### src/rtl/klavye_alici.sv
// PS/2 keyboard receiver: Set 2 frames to ASCII strobe.
// Optional odd-parity check: define KLAVYE_PARITY_EN.
module klavye_alici #(
  parameter int TIMEOUT_CYC = 50000
) (
  input  logic       clk,
  input  logic       rst_n,
  input  logic       ps2_clk,
  input  logic       ps2_data,
  output logic [7:0] karakter,
  output logic       karakter_aktif,
  output logic       hata
);

  localparam int TW = $clog2(TIMEOUT_CYC + 1);

  typedef enum logic [1:0] {
    BOSTA, VERI, DUR
  } frm_t;

  typedef enum logic [1:0] {
    NORMAL, KOPMA, GENIS, GENIS_KOPMA
  } dec_t;

  logic [1:0]    ck_s;
  logic [1:0]    dt_s;
  logic          ck_prev;
  logic          fall;
  logic          din;

  frm_t          st;
  frm_t          st_n;
  logic [3:0]    bit_cnt;
  logic [8:0]    sh;
  logic [TW-1:0] tmo;
  logic          shift_en;
  logic          frm_ok;
  logic          frm_err;
  logic          tmo_hit;
  logic          par_ok;

  logic [7:0]    byte_r;
  logic          byte_vld;
  logic          frm_err_r;

  dec_t          dec;
  dec_t          dec_n;
  logic [7:0]    asc;
  logic          hit;
  logic          emit;

  assign fall = ck_prev & ~ck_s[1];
  assign din  = dt_s[1];

`ifdef KLAVYE_PARITY_EN
  assign par_ok = ^sh;
`else
  assign par_ok = 1'b1;
`endif

  // two-flop synchronisers plus previous-clock flop for edge detect
  always_ff @(posedge clk or negedge rst_n) begin
    if (!rst_n) begin
      ck_s    <= 2'b11;
      dt_s    <= 2'b11;
      ck_prev <= 1'b1;
    end else begin
      ck_s    <= {ck_s[0], ps2_clk};
      dt_s    <= {dt_s[0], ps2_data};
      ck_prev <= ck_s[1];
    end
  end

  // frame FSM state register
  always_ff @(posedge clk or negedge rst_n) begin
    if (!rst_n) st <= BOSTA;
    else        st <= st_n;
  end

  // frame FSM next state and control strobes
  always_comb begin
    st_n     = st;
    shift_en = 1'b0;
    frm_ok   = 1'b0;
    frm_err  = 1'b0;
    tmo_hit  = 1'b0;
    unique case (st)
      BOSTA: begin
        if (fall) begin
          if (din) frm_err = 1'b1;
          else     st_n    = VERI;
        end
      end
      VERI: begin
        if (fall) begin
          shift_en = 1'b1;
          if (bit_cnt == 4'd8) st_n = DUR;
        end else if (tmo == TW'(TIMEOUT_CYC)) begin
          tmo_hit = 1'b1;
          st_n    = BOSTA;
        end
      end
      DUR: begin
        if (fall) begin
          st_n = BOSTA;
          if (din && par_ok) frm_ok  = 1'b1;
          else               frm_err = 1'b1;
        end else if (tmo == TW'(TIMEOUT_CYC)) begin
          tmo_hit = 1'b1;
          st_n    = BOSTA;
        end
      end
      default: st_n = BOSTA;
    endcase
  end

  // bit shifter, counters and the registered frame result
  always_ff @(posedge clk or negedge rst_n) begin
    if (!rst_n) begin
      bit_cnt   <= 4'd0;
      sh        <= 9'd0;
      tmo       <= '0;
      byte_r    <= 8'h00;
      byte_vld  <= 1'b0;
      frm_err_r <= 1'b0;
    end else begin
      byte_vld  <= frm_ok;
      frm_err_r <= frm_err;
      if (frm_ok) byte_r <= sh[7:0];
      if (st != VERI)    bit_cnt <= 4'd0;
      else if (shift_en) bit_cnt <= bit_cnt + 4'd1;
      if (shift_en) sh <= {din, sh[8:1]};
      if (fall || st == BOSTA || tmo_hit) tmo <= '0;
      else                                tmo <= tmo + TW'(1);
    end
  end

  // Set 2 make code to ASCII
  always_comb begin
    asc = 8'h00;
    hit = 1'b1;
    case (byte_r)
      8'h1C: asc = 8'h61;
      8'h32: asc = 8'h62;
      8'h21: asc = 8'h63;
      8'h23: asc = 8'h64;
      8'h24: asc = 8'h65;
      8'h2B: asc = 8'h66;
      8'h34: asc = 8'h67;
      8'h33: asc = 8'h68;
      8'h43: asc = 8'h69;
      8'h3B: asc = 8'h6A;
      8'h42: asc = 8'h6B;
      8'h4B: asc = 8'h6C;
      8'h3A: asc = 8'h6D;
      8'h31: asc = 8'h6E;
      8'h44: asc = 8'h6F;
      8'h4D: asc = 8'h70;
      8'h15: asc = 8'h71;
      8'h2D: asc = 8'h72;
      8'h1B: asc = 8'h73;
      8'h2C: asc = 8'h74;
      8'h3C: asc = 8'h75;
      8'h2A: asc = 8'h76;
      8'h1D: asc = 8'h77;
      8'h22: asc = 8'h78;
      8'h35: asc = 8'h79;
      8'h1A: asc = 8'h7A;
      8'h45: asc = 8'h30;
      8'h16: asc = 8'h31;
      8'h1E: asc = 8'h32;
      8'h26: asc = 8'h33;
      8'h25: asc = 8'h34;
      8'h2E: asc = 8'h35;
      8'h36: asc = 8'h36;
      8'h3D: asc = 8'h37;
      8'h3E: asc = 8'h38;
      8'h46: asc = 8'h39;
      8'h5A: asc = 8'h0D;
      8'h66: asc = 8'h08;
      default: hit = 1'b0;
    endcase
  end

  // decoder FSM state register
  always_ff @(posedge clk or negedge rst_n) begin
    if (!rst_n) dec <= NORMAL;
    else        dec <= dec_n;
  end

  // decoder FSM: drop break and extended sequences
  always_comb begin
    dec_n = dec;
    emit  = 1'b0;
    if (byte_vld) begin
      unique case (dec)
        NORMAL: begin
          unique case (1'b1)
            (byte_r == 8'hF0): dec_n = KOPMA;
            (byte_r == 8'hE0): dec_n = GENIS;
            default:           emit  = hit;
          endcase
        end
        GENIS: begin
          if (byte_r == 8'hF0) dec_n = GENIS_KOPMA;
          else                 dec_n = NORMAL;
        end
        default: dec_n = NORMAL;
      endcase
    end
  end

  // output register: character strobe and error pulse
  always_ff @(posedge clk or negedge rst_n) begin
    if (!rst_n) begin
      karakter       <= 8'h00;
      karakter_aktif <= 1'b0;
      hata           <= 1'b0;
    end else begin
      karakter_aktif <= emit;
      hata           <= frm_err_r | tmo_hit;
      if (emit) karakter <= asc;
    end
  end

endmodule
### config.mk
export PLATFORM = sky130hd
export DESIGN_NAME = klavye_alici
export DESIGN_NICKNAME = d
export VERILOG_FILES = /design/src/rtl/klavye_alici.sv
export SDC_FILE = /design/constraint.sdc
export NUM_CORES = 1
export LEC_CHECK = 0
export ABC_AREA = 1
export CAP_MARGIN = 20
export CORE_MARGIN = 3
export CORE_UTILIZATION = 45
export CTS_BUF_LIST = sky130_fd_sc_hd__clkbuf_8
export DETAILED_ROUTE_END_ITERATION = 10
export PLACE_DENSITY_LB_ADDON = 0.2
export SLEW_MARGIN = 20
export SYNTH_ARGS = -nofsm -noshare
export SYNTH_HDL_FRONTEND = slang
export SYNTH_SLANG_ARGS = --single-unit
### constraint.sdc
create_clock -name clk -period 3.24 [get_ports clk]
set_input_delay 0.648 -clock clk [delete_from_list [all_inputs] [get_ports clk]]
set_output_delay 0.648 -clock clk [all_outputs]
set_load 0.005 [all_outputs]
* Word-level counts from Yosys, hierarchy flattened
Index checks and enable logic that the tools add are counted.
** Cells by class
- Muxes and demuxes :: 29
- Reduce and logical (&&, ||, !) cells :: 10
- Divide/modulo/power cells :: 0
- Equal/unequal tests :: 50
- $add $sub $neg :: 2
- $mul :: 0
- Shift-type cells :: 0
- Bitwise operators :: 3
- $lt $le $gt $ge :: 0
** Operator list (number)
- $pmux W7 S38 :: 1
- $eq A8 B6 Y1 const B :: 22
- $eq A8 B7 Y1 const B :: 9
- $eq A8 B5 Y1 const B :: 7
- $reduce_or A38 Y1 :: 1
- $add A16 B1 Y16 const B :: 1
- $eq A16 B16 Y1 const B :: 1
- $eq A8 B8 Y1 const B :: 2
- $mux W16 :: 1
- $mux W1 :: 14
- $mux W2 :: 7
- $mux W4 :: 2
- $pmux W2 S2 :: 2
- $ne A3 B3 Y1 const B :: 2
- $pmux W2 S3 :: 1
- $add A4 B1 Y4 const B :: 1
- $eq A2 B2 Y1 const B :: 2
- $eq A4 B4 Y1 const B :: 1
- $logic_not A2 Y1 :: 2
- $ne A2 B2 Y1 const B :: 2
- $reduce_or A2 Y1 :: 2
- $reduce_and A3 Y1 :: 1
- $eq A2 B1 Y1 const B :: 1
- $logic_or A1 B1 Y1 :: 2
- 7 further kinds :: 7
** Storage, ports and cells
- Bits in latches :: 0
- Flip-flop bits (word level) :: 58
- Output and inout port bits :: 10
- Bits in read-only memories :: 0
- Memories :: 0
- Word-level logic and storage cells :: 108
- Memory bits (writable) :: 0

* Logic depth before layout (Yosys ltp)
Gate-level depths: netlist (run 1).
- Word-level depth :: 6
- Mapped depth :: 13
- Depth with buffers taken out :: 12

* Worst setup path after synthesis (run 1)
Ideal clock, no wire load.
- Kind :: flip-flop to flip-flop
- Start point :: reg tmo[0]
- End point :: reg tmo[14]
- Buffers on the path :: 0
- Setup time :: 0.126 ns
- Data arrival time :: 1.535 ns
- Stages on the path, launching flop included :: 9
- Path slack :: 1.580 ns
- Data required time :: 3.114 ns
- Cells stage by stage :: dfrtp_1 -> ha_1 -> nand3_1 -> nor2_1 -> nand4_1 -> or2_2 -> nor2_1 -> xnor2_1 -> nor2_1
** Between the ends
- Cells in the longest elaborated chain, start to end :: 6
** Ends and longest elaborated chain
- from (decl) :: RTL line 35 : logic [TW-1:0] tmo;
- from (signal assigned) :: RTL line 134 : else tmo <= tmo + TW'(1);
- parallel branches: the longest is 5 deep, another holds $add A16 B1 Y16
- $mux W16 * :: RTL line 133 : if (fall || st == BOSTA || tmo_hit) tmo <= '0;
Every way passes the cells marked *.
A chain may end at the register's enable or synchronous reset.

* Final worst setup path (run 1)
- Start point :: reg ck_prev
- End point :: reg st[1]
** Between the ends
- Cells in the longest elaborated chain, start to end :: 3
** Ends and longest elaborated chain
- from (decl) :: RTL line 27 : logic ck_prev;
- from (signal assigned) :: RTL line 70 : ck_prev <= ck_s[1];
- $and A1 B1 Y1 * :: RTL line 52 : assign fall = ck_prev & ~ck_s[1];
- $ne A3 B3 Y1 (no source line), or another cell as far along
- $reduce_and A3 Y1 (no source line) / $pmux W2 S3 (equally long branches)
- to (signal assigned) :: RTL line 77 : else st <= st_n;
- to (decl) :: RTL line 31 : frm_t st;
Every way passes the cells marked *; elsewhere a longest branch is shown, timed or not.

==> results of run 1 <==
-- through the flow --
stage          instances  cell area, µm²
5_1_grt              541            3640
2_1_floorplan        422            3240
3_3_place_gp         525            3450
4_1_cts              541            3640
6_report             541            3640
3_5_place_dp         525            3450
-- registers in the layout (all words and copies together), names as in the netlist --
name / flops
hata: 1
karakter: 7
byte_vld: 1
byte_r: 8
dt_s: 2
sh: 9
karakter_aktif: 1
tmo: 16
st: 2
frm_err_r: 1
ck_prev: 1
dec: 2
ck_s: 2
bit_cnt: 4
-- routing by layer --
metal  vias up  GRT usage
li1       1393          -
met1      1198      0.229
met2        61      0.264
met3        18     0.0383
met4         0     0.0967
met5         -          0
-- final cells by class --
type | count | area, µm²
timing repair buffer | 13 | 123
multi-input combinational | 318 | 1620
fill | 659 | 3260
tap | 96 | 120
clock buffer | 11 | 151
inverter | 41 | 154
clock inverter | 5 | 47.5
sequential | 57 | 1430
-- synthesized netlist by cell type, drive strengths merged --
| cell type | n |
|---|---|
| nand3b | 2 |
| o211ai | 1 |
| buf | 5 |
| nand2 | 145 |
| nand3 | 24 |
| o21ai | 17 |
| a31oi | 1 |
| conb | 1 |
| dfrtp | 52 |
| dfstp | 5 |
| ha | 8 |
| a41oi | 1 |
| nor4 | 5 |
| a22o | 1 |
| nor2 | 64 |
| clkbuf | 1 |
| a21oi | 11 |
| or2 | 1 |
| nand4 | 13 |
| xor2 | 6 |
| nor3b | 1 |
| xnor2 | 4 |
| nor3 | 8 |
| inv | 41 |
| and3 | 1 |
| o21bai | 2 |
| o22ai | 1 |
-- power groups by stage --
stage	clock network [mW]	logic (mW)	registers, mW
after floorplan	0	0.277	0.878
after global placement	0	0.341	0.896
after detailed placement	0	0.346	0.899
after CTS	0.691	0.351	0.887
after global routing	0.726	0.401	0.903
final	0.674	0.349	0.887
-- how the worst min path moves through the flow --
stage,to,slack [ns],cells after the start
finish,karakter[4],0.33,1
global route,dt_s[1],0.37,0
CTS,karakter[4],0.36,1
detailed placement,dt_s[1],0.35,0
global placement,dt_s[1],0.35,0
floorplan,bit_cnt[0],0.35,0
-- kinds of logic (layout without fill, tap and decap cells) --
kind of cell | count (synthesis) | after routing | synth area share
AO/OA/AOI/OAI | 35 | 35 | 0.0606
other | 1 | 1 | 0.00116
adder cells (fa/ha/maj) | 8 | 8 | 0.0309
XOR/XNOR | 10 | 10 | 0.0270
flip-flops | 57 | 57 | 0.442
buffers and inverters | 47 | 70 | 0.0591
AND/OR/NAND/NOR | 264 | 264 | 0.379
-- critical path, delay by kind of cell (launching register included) --
kind	cells	cell delay [ns]
compound gates	3	0.34
simple gates	3	0.87
buf+inv	3	0.29
flops	1	0.51
-- cells in the final DEF, fill, tap and decap left out, types with 2 or more instances in the layout --
master,count
nand2_1,130
dfrtp_1,52
nor2_1,48
inv_1,34
nand3_1,23
o21ai_0,15
nand4_1,13
nand2_2,13
nor2_2,12
a21oi_1,11
clkbuf_8,11
clkdlybuf4s50_1,11
inv_2,9
ha_1,8
nor3_1,6
xor2_1,6
nor4_1,5
dfstp_2,5
xnor2_1,4
nor2_4,4
o21bai_1,2
nand2_4,2
nand3b_1,2
clkinv_2,2
==> impl_metrics.json, run 1 <==
{
  "hold_viol": 0,
  "area_delta_synth_final_pct": 12.5,
  "finalNetCount": 452,
  "switchingPower_mw": 0.601,
  "start_util": 0.469,
  "status": "finished, final reports clean",
  "ctsResizeCount": 0,
  "dp_slack_ns": 1.14,
  "core_area_um2": 6910,
  "synth_area_leaders": "dfrtp_1 (40%), nand2_1 (15%), nor2_1 (5.6%), dfstp_2 (4.1%), inv_1 (3.7%)",
  "met3_wirelength_um": 237,
  "critical_path.startpoint": "ck_prev",
  "grt_first_pass_wirelength_mm": 11.5,
  "crit_chain": "inv_1 -> nor2_2 -> inv_1 -> nor2_1 -> nand2_1 -> o211ai_1 -> o22ai_1 -> inv_1 -> o21ai_1",
  "holdWs_ns": 0.328,
  "setup_viol": 0,
  "yosys.area.top_type_share": 0.402,
  "wl_met2_mm": 2.88,
  "insertion_delay_ns": 0.35,
  "cell_internal_pwr_mw": 1.31,
  "netlist_area_um2": 3240,
  "p_total_mw": 1.91,
  "htreeDepth": 3,
  "crit_top_cell": "inv_1",
  "tns_ns": 0,
  "avgSynthCellArea_um2": 7.68,
  "power.leakage_nw": 1.81,
  "drv_slew": 0,
  "dr_total_vias": 2670,
  "yosysSeqAreaShare": 0.442,
  "path_max_fanout": 11,
  "drive_gt1_frac": 0.148,
  "holdBufCountCts": 0,
  "end_kind": "register",
  "powerDensity_nw_per_um2": 524,
  "dieHeight_um": 90.9,
  "top_layer": "met4",
  "cts.path.max_buffers": 2,
  "setup_ws_ns": 1.11,
  "slew_headroom": 0.474,
  "drc": 0,
  "finalClockSkew_ns": 0.0117,
  "synth_cell_types": 39,
  "drt_iter0_drc": 127,
  "antennaDiodeCount": 0,
  "num_rows": 30,
  "vdd_ir_drop_max_uv": 379,
  "switching_share": 0.315,
  "yosys_warnings": 0,
  "numCtsBuffers": 9,
  "synth_cells": 422,
  "portBuffers": 12,
  "fin_util": 0.528,
  "seqPwrFrac": 0.465,
  "path_class": "reg2reg",
  "fin_crit_sh": 0.656,
  "clockPowerShare": 0.353,
  "wirelength_met1_mm": 3.19,
  "comb_power_share": 0.183,
  "place_congestion": 0.844,
  "rsz0062_at_grt": "no",
  "postCtsSetupRepairBufs": 0,
  "root_buffer": "clkbuf_8",
  "grt_use_total": 0.174,
  "io_pins": 14,
  "reg2reg_slack_ns": 1.11,
  "postRouteAntennaNets": 0,
  "viasPerCell": 4.94,
  "dpl.hpwl_mm": 4.80,
  "crit_path_top_delay_cell": "nor2_1",
  "wire_per_inst_um": 12.0,
  "tightest_slew_ns": 0.785,
  "grt_overflow_total": 0,
  "fin_crit_ns": 2.13,
  "grt_start_max_net_pins": 30,
  "slowest_delay_ns": 0.55,
  "hold_class": "in2async",
  "worstPathArrival_ns": 2.35,
  "wirelength_mm": 6.49,
  "syn_nets": 434,
  "antenna_found_initial": 0,
  "synth_area_leader_cell": "dfrtp_1",
  "synth_seq_cells": 57,
  "clk_pin_slew_worst_paths_ns": 0.07,
  "cts.sink_count": 57,
  "crit_path_start_kind": "register",
  "reg2reg_from": "ck_prev",
  "die_w_um": 90.9,
  "first_pass_iters": 4,
  "cp.required_ns": 3.46,
  "cp-endpoint": "st[1]",
  "cts_tree": "done",
  "reg2reg_depth": 9,
  "r2r-end": "st[1]",
  "die-area_um2": 8260,
  "grt_pass1_vias": 2580,
  "drv_cap": 0,
  "max_freq_ghz": 0.470
}
Note: power is estimated with default switching activity, not from simulation.
==> run 2: changes to the inputs <==
==> constraint.sdc (replaced) <==
create_clock -name clk -period 2 [get_ports clk]
set_input_delay 0.4 -clock clk [delete_from_list [all_inputs] [get_ports clk]]
set_output_delay 0.4 -clock clk [all_outputs]
set_load 0.005 [all_outputs]
==> run 2 against run 1 <==
Net effect:
- sequential power is 61% higher
- register-to-register slack worse by 0.95 ns
- via count grew 0.15%
- critical path depth decreased by 1
- non-clock buffer count is 4 higher
- maximum frequency increased by 16%
- largest power group unchanged
- highest routed layer unchanged
==> impl_metrics.json, run 2 (same netlist as run 1, synthesis figures left out) <==
{
  "placed_area_um2": 3490,
  "path_max_fanout": 6,
  "postRouteAntennaNets": 0,
  "drv_slew": 0,
  "powerDensity_nw_per_um2": 810,
  "finalNonFillerCells": 545,
  "io_pins": 14,
  "largestRegisters": "tmo x16, sh x9, byte_r x8",
  "area_delta_synth_final_pct": 13.3,
  "drv_cap": 0,
  "hold_class": "in2async",
  "cts.path.max_buffers": 2,
  "hold_viol": 0,
  "wirelength_mm": 6.30,
  "root_buffer": "clkbuf_8",
  "dieHeight_um": 90.9,
  "grt_start_max_net_pins": 58,
  "setup_ws_ns": 0.160,
  "die-area_um2": 8260,
  "crit_top_cell": "nor2_1",
  "fin_crit_ns": 1.84,
  "viasPerCell": 4.91,
  "slowest_delay_ns": 0.41,
  "finalNetCount": 456,
  "cts.sink_count": 57,
  "postCtsSetupRepairBufs": 0,
  "portBuffers": 12,
  "crit_chain": "ha_1 -> nand3_1 -> nor2_2 -> nand4_1 -> or2_2 -> nor2_1 -> xnor2_1 -> nor2_1",
  "grt_overflow_total": 0,
  "insertion_delay_ns": 0.34,
  "place_congestion": 0.889,
  "power.leakage_nw": 1.80,
  "crit_path_top_delay_cell": "dfrtp_2",
  "setup_viol": 0,
  "numCtsBuffers": 9,
  "cts_tree": "done",
  "grt_pass1_vias": 2616,
  "num_rows": 30,
  "core_area_um2": 6910,
  "drt_iter0_drc": 165,
  "placed_cells": 529,
  "die_w_um": 90.9,
  "grt_use_total": 0.171,
  "final_cell_area_um2": 3670,
  "antennaDiodeCount": 0,
  "antenna_found_initial": 0,
  "holdBufCountCts": 0,
  "worstPathArrival_ns": 2.06,
  "dpl.hpwl_mm": 4.72,
  "end_kind": "register",
  "reg2reg_depth": 8,
  "start_util": 0.469,
  "holdWs_ns": 0.0487,
  "layout_common_cells": "nand2_1 (130), dfrtp_1 (51), nor2_1 (47)",
  "crit_path_start_kind": "register",
  "mostFrequentLayoutCell": "nand2_1",
  "top_register": "tmo",
  "p_total_mw": 2.98,
  "clk_pin_slew_worst_paths_ns": 0.08,
  "tns_ns": 0,
  "fin_crit_sh": 0.920,
  "fin_util": 0.532,
  "rsz0062_at_grt": "no",
  "path_class": "reg2reg",
  "htreeDepth": 3,
  "dr_total_vias": 2674,
  "grt_first_pass_wirelength_mm": 11.4,
  "status": "finished, final reports clean",
  "drive_gt1_frac": 0.165,
  "vdd_ir_drop_max_uv": 637,
  "drc": 0,
  "dp_slack_ns": 0.107,
  "max_freq_ghz": 0.544,
  "cp.required_ns": 2.22,
  "finalClockSkew_ns": 0.0104,
  "first_pass_iters": 4,
  "wire_per_inst_um": 11.6,
  "largest_reg_flops": 16
}
-- run 2: power by group --
part	switching, mW	leakage, nW	internal, mW
clock network	0.499	0.0814	0.445
logic	0.393	0.952	0.210
registers	0.122	0.766	1.31
total	1.01	1.80	1.96
-- run 2: path summary, 6_finish.rpt --
path	startpoint	to	slack (ns)
setup / recovery	tmo[0]	tmo[14]	0.16
hold / removal	rst_n	karakter[0]	0.05
setup reg to reg	tmo[0]	tmo[14]	0.16
hold reg to reg	dt_s[0]	dt_s[1]	0.36
max in group asynchronous	rst_n	ck_s[1]	1.65
min in group clk	dt_s[0]	dt_s[1]	0.36
-- run 2: layout make-up --
class	instances	area, µm²
flip-flops and latches	57	1430
clock inverters	7	46.3
fillers	678	3230
repair buffers	17	165
inverters	41	154
multi-input cells	318	1630
well taps	96	120
clock buffers	9	124
-- run 2: worst max-delay path: cells and delay by family (launching register included) --
family	cells	cell delay, ns
xor+xnor	1	0.13
flops	1	0.41
simple gates	6	0.99
fa+ha+maj	1	0.19
-- run 2: what timing repair did --
action,CTS,global route
hold endpoints to repair,0,0
endpoints found under the setup margin,0,9
gates resized for setup,0,4
-- run 2: per-layer routing --
metal  part of all wire  GRT usage  vias to the layer above  wire length (µm)
li1                   -          -                     1402                 -
met3              0.038     0.0367                       15               238
met5                  0          0                        -                 0
met4              0.024     0.0992                        0               150
met2               0.45      0.262                       38              2830
met1               0.49      0.222                     1219              3080
==> run 3: changes to the inputs <==
==> constraint.sdc (replaced) <==
create_clock -name clk -period 2 [get_ports clk]
set_input_delay 0.4 -clock clk [delete_from_list [all_inputs] [get_ports clk]]
set_output_delay 0.4 -clock clk [all_outputs]
set_load 0.02 [all_outputs]
==> results of run 3 <==
The final DEF is identical to that of run 2. Status: finished, final reports clean.
Among the figures that moved: worst IR drop on VDD 637 µV -> 647 µV
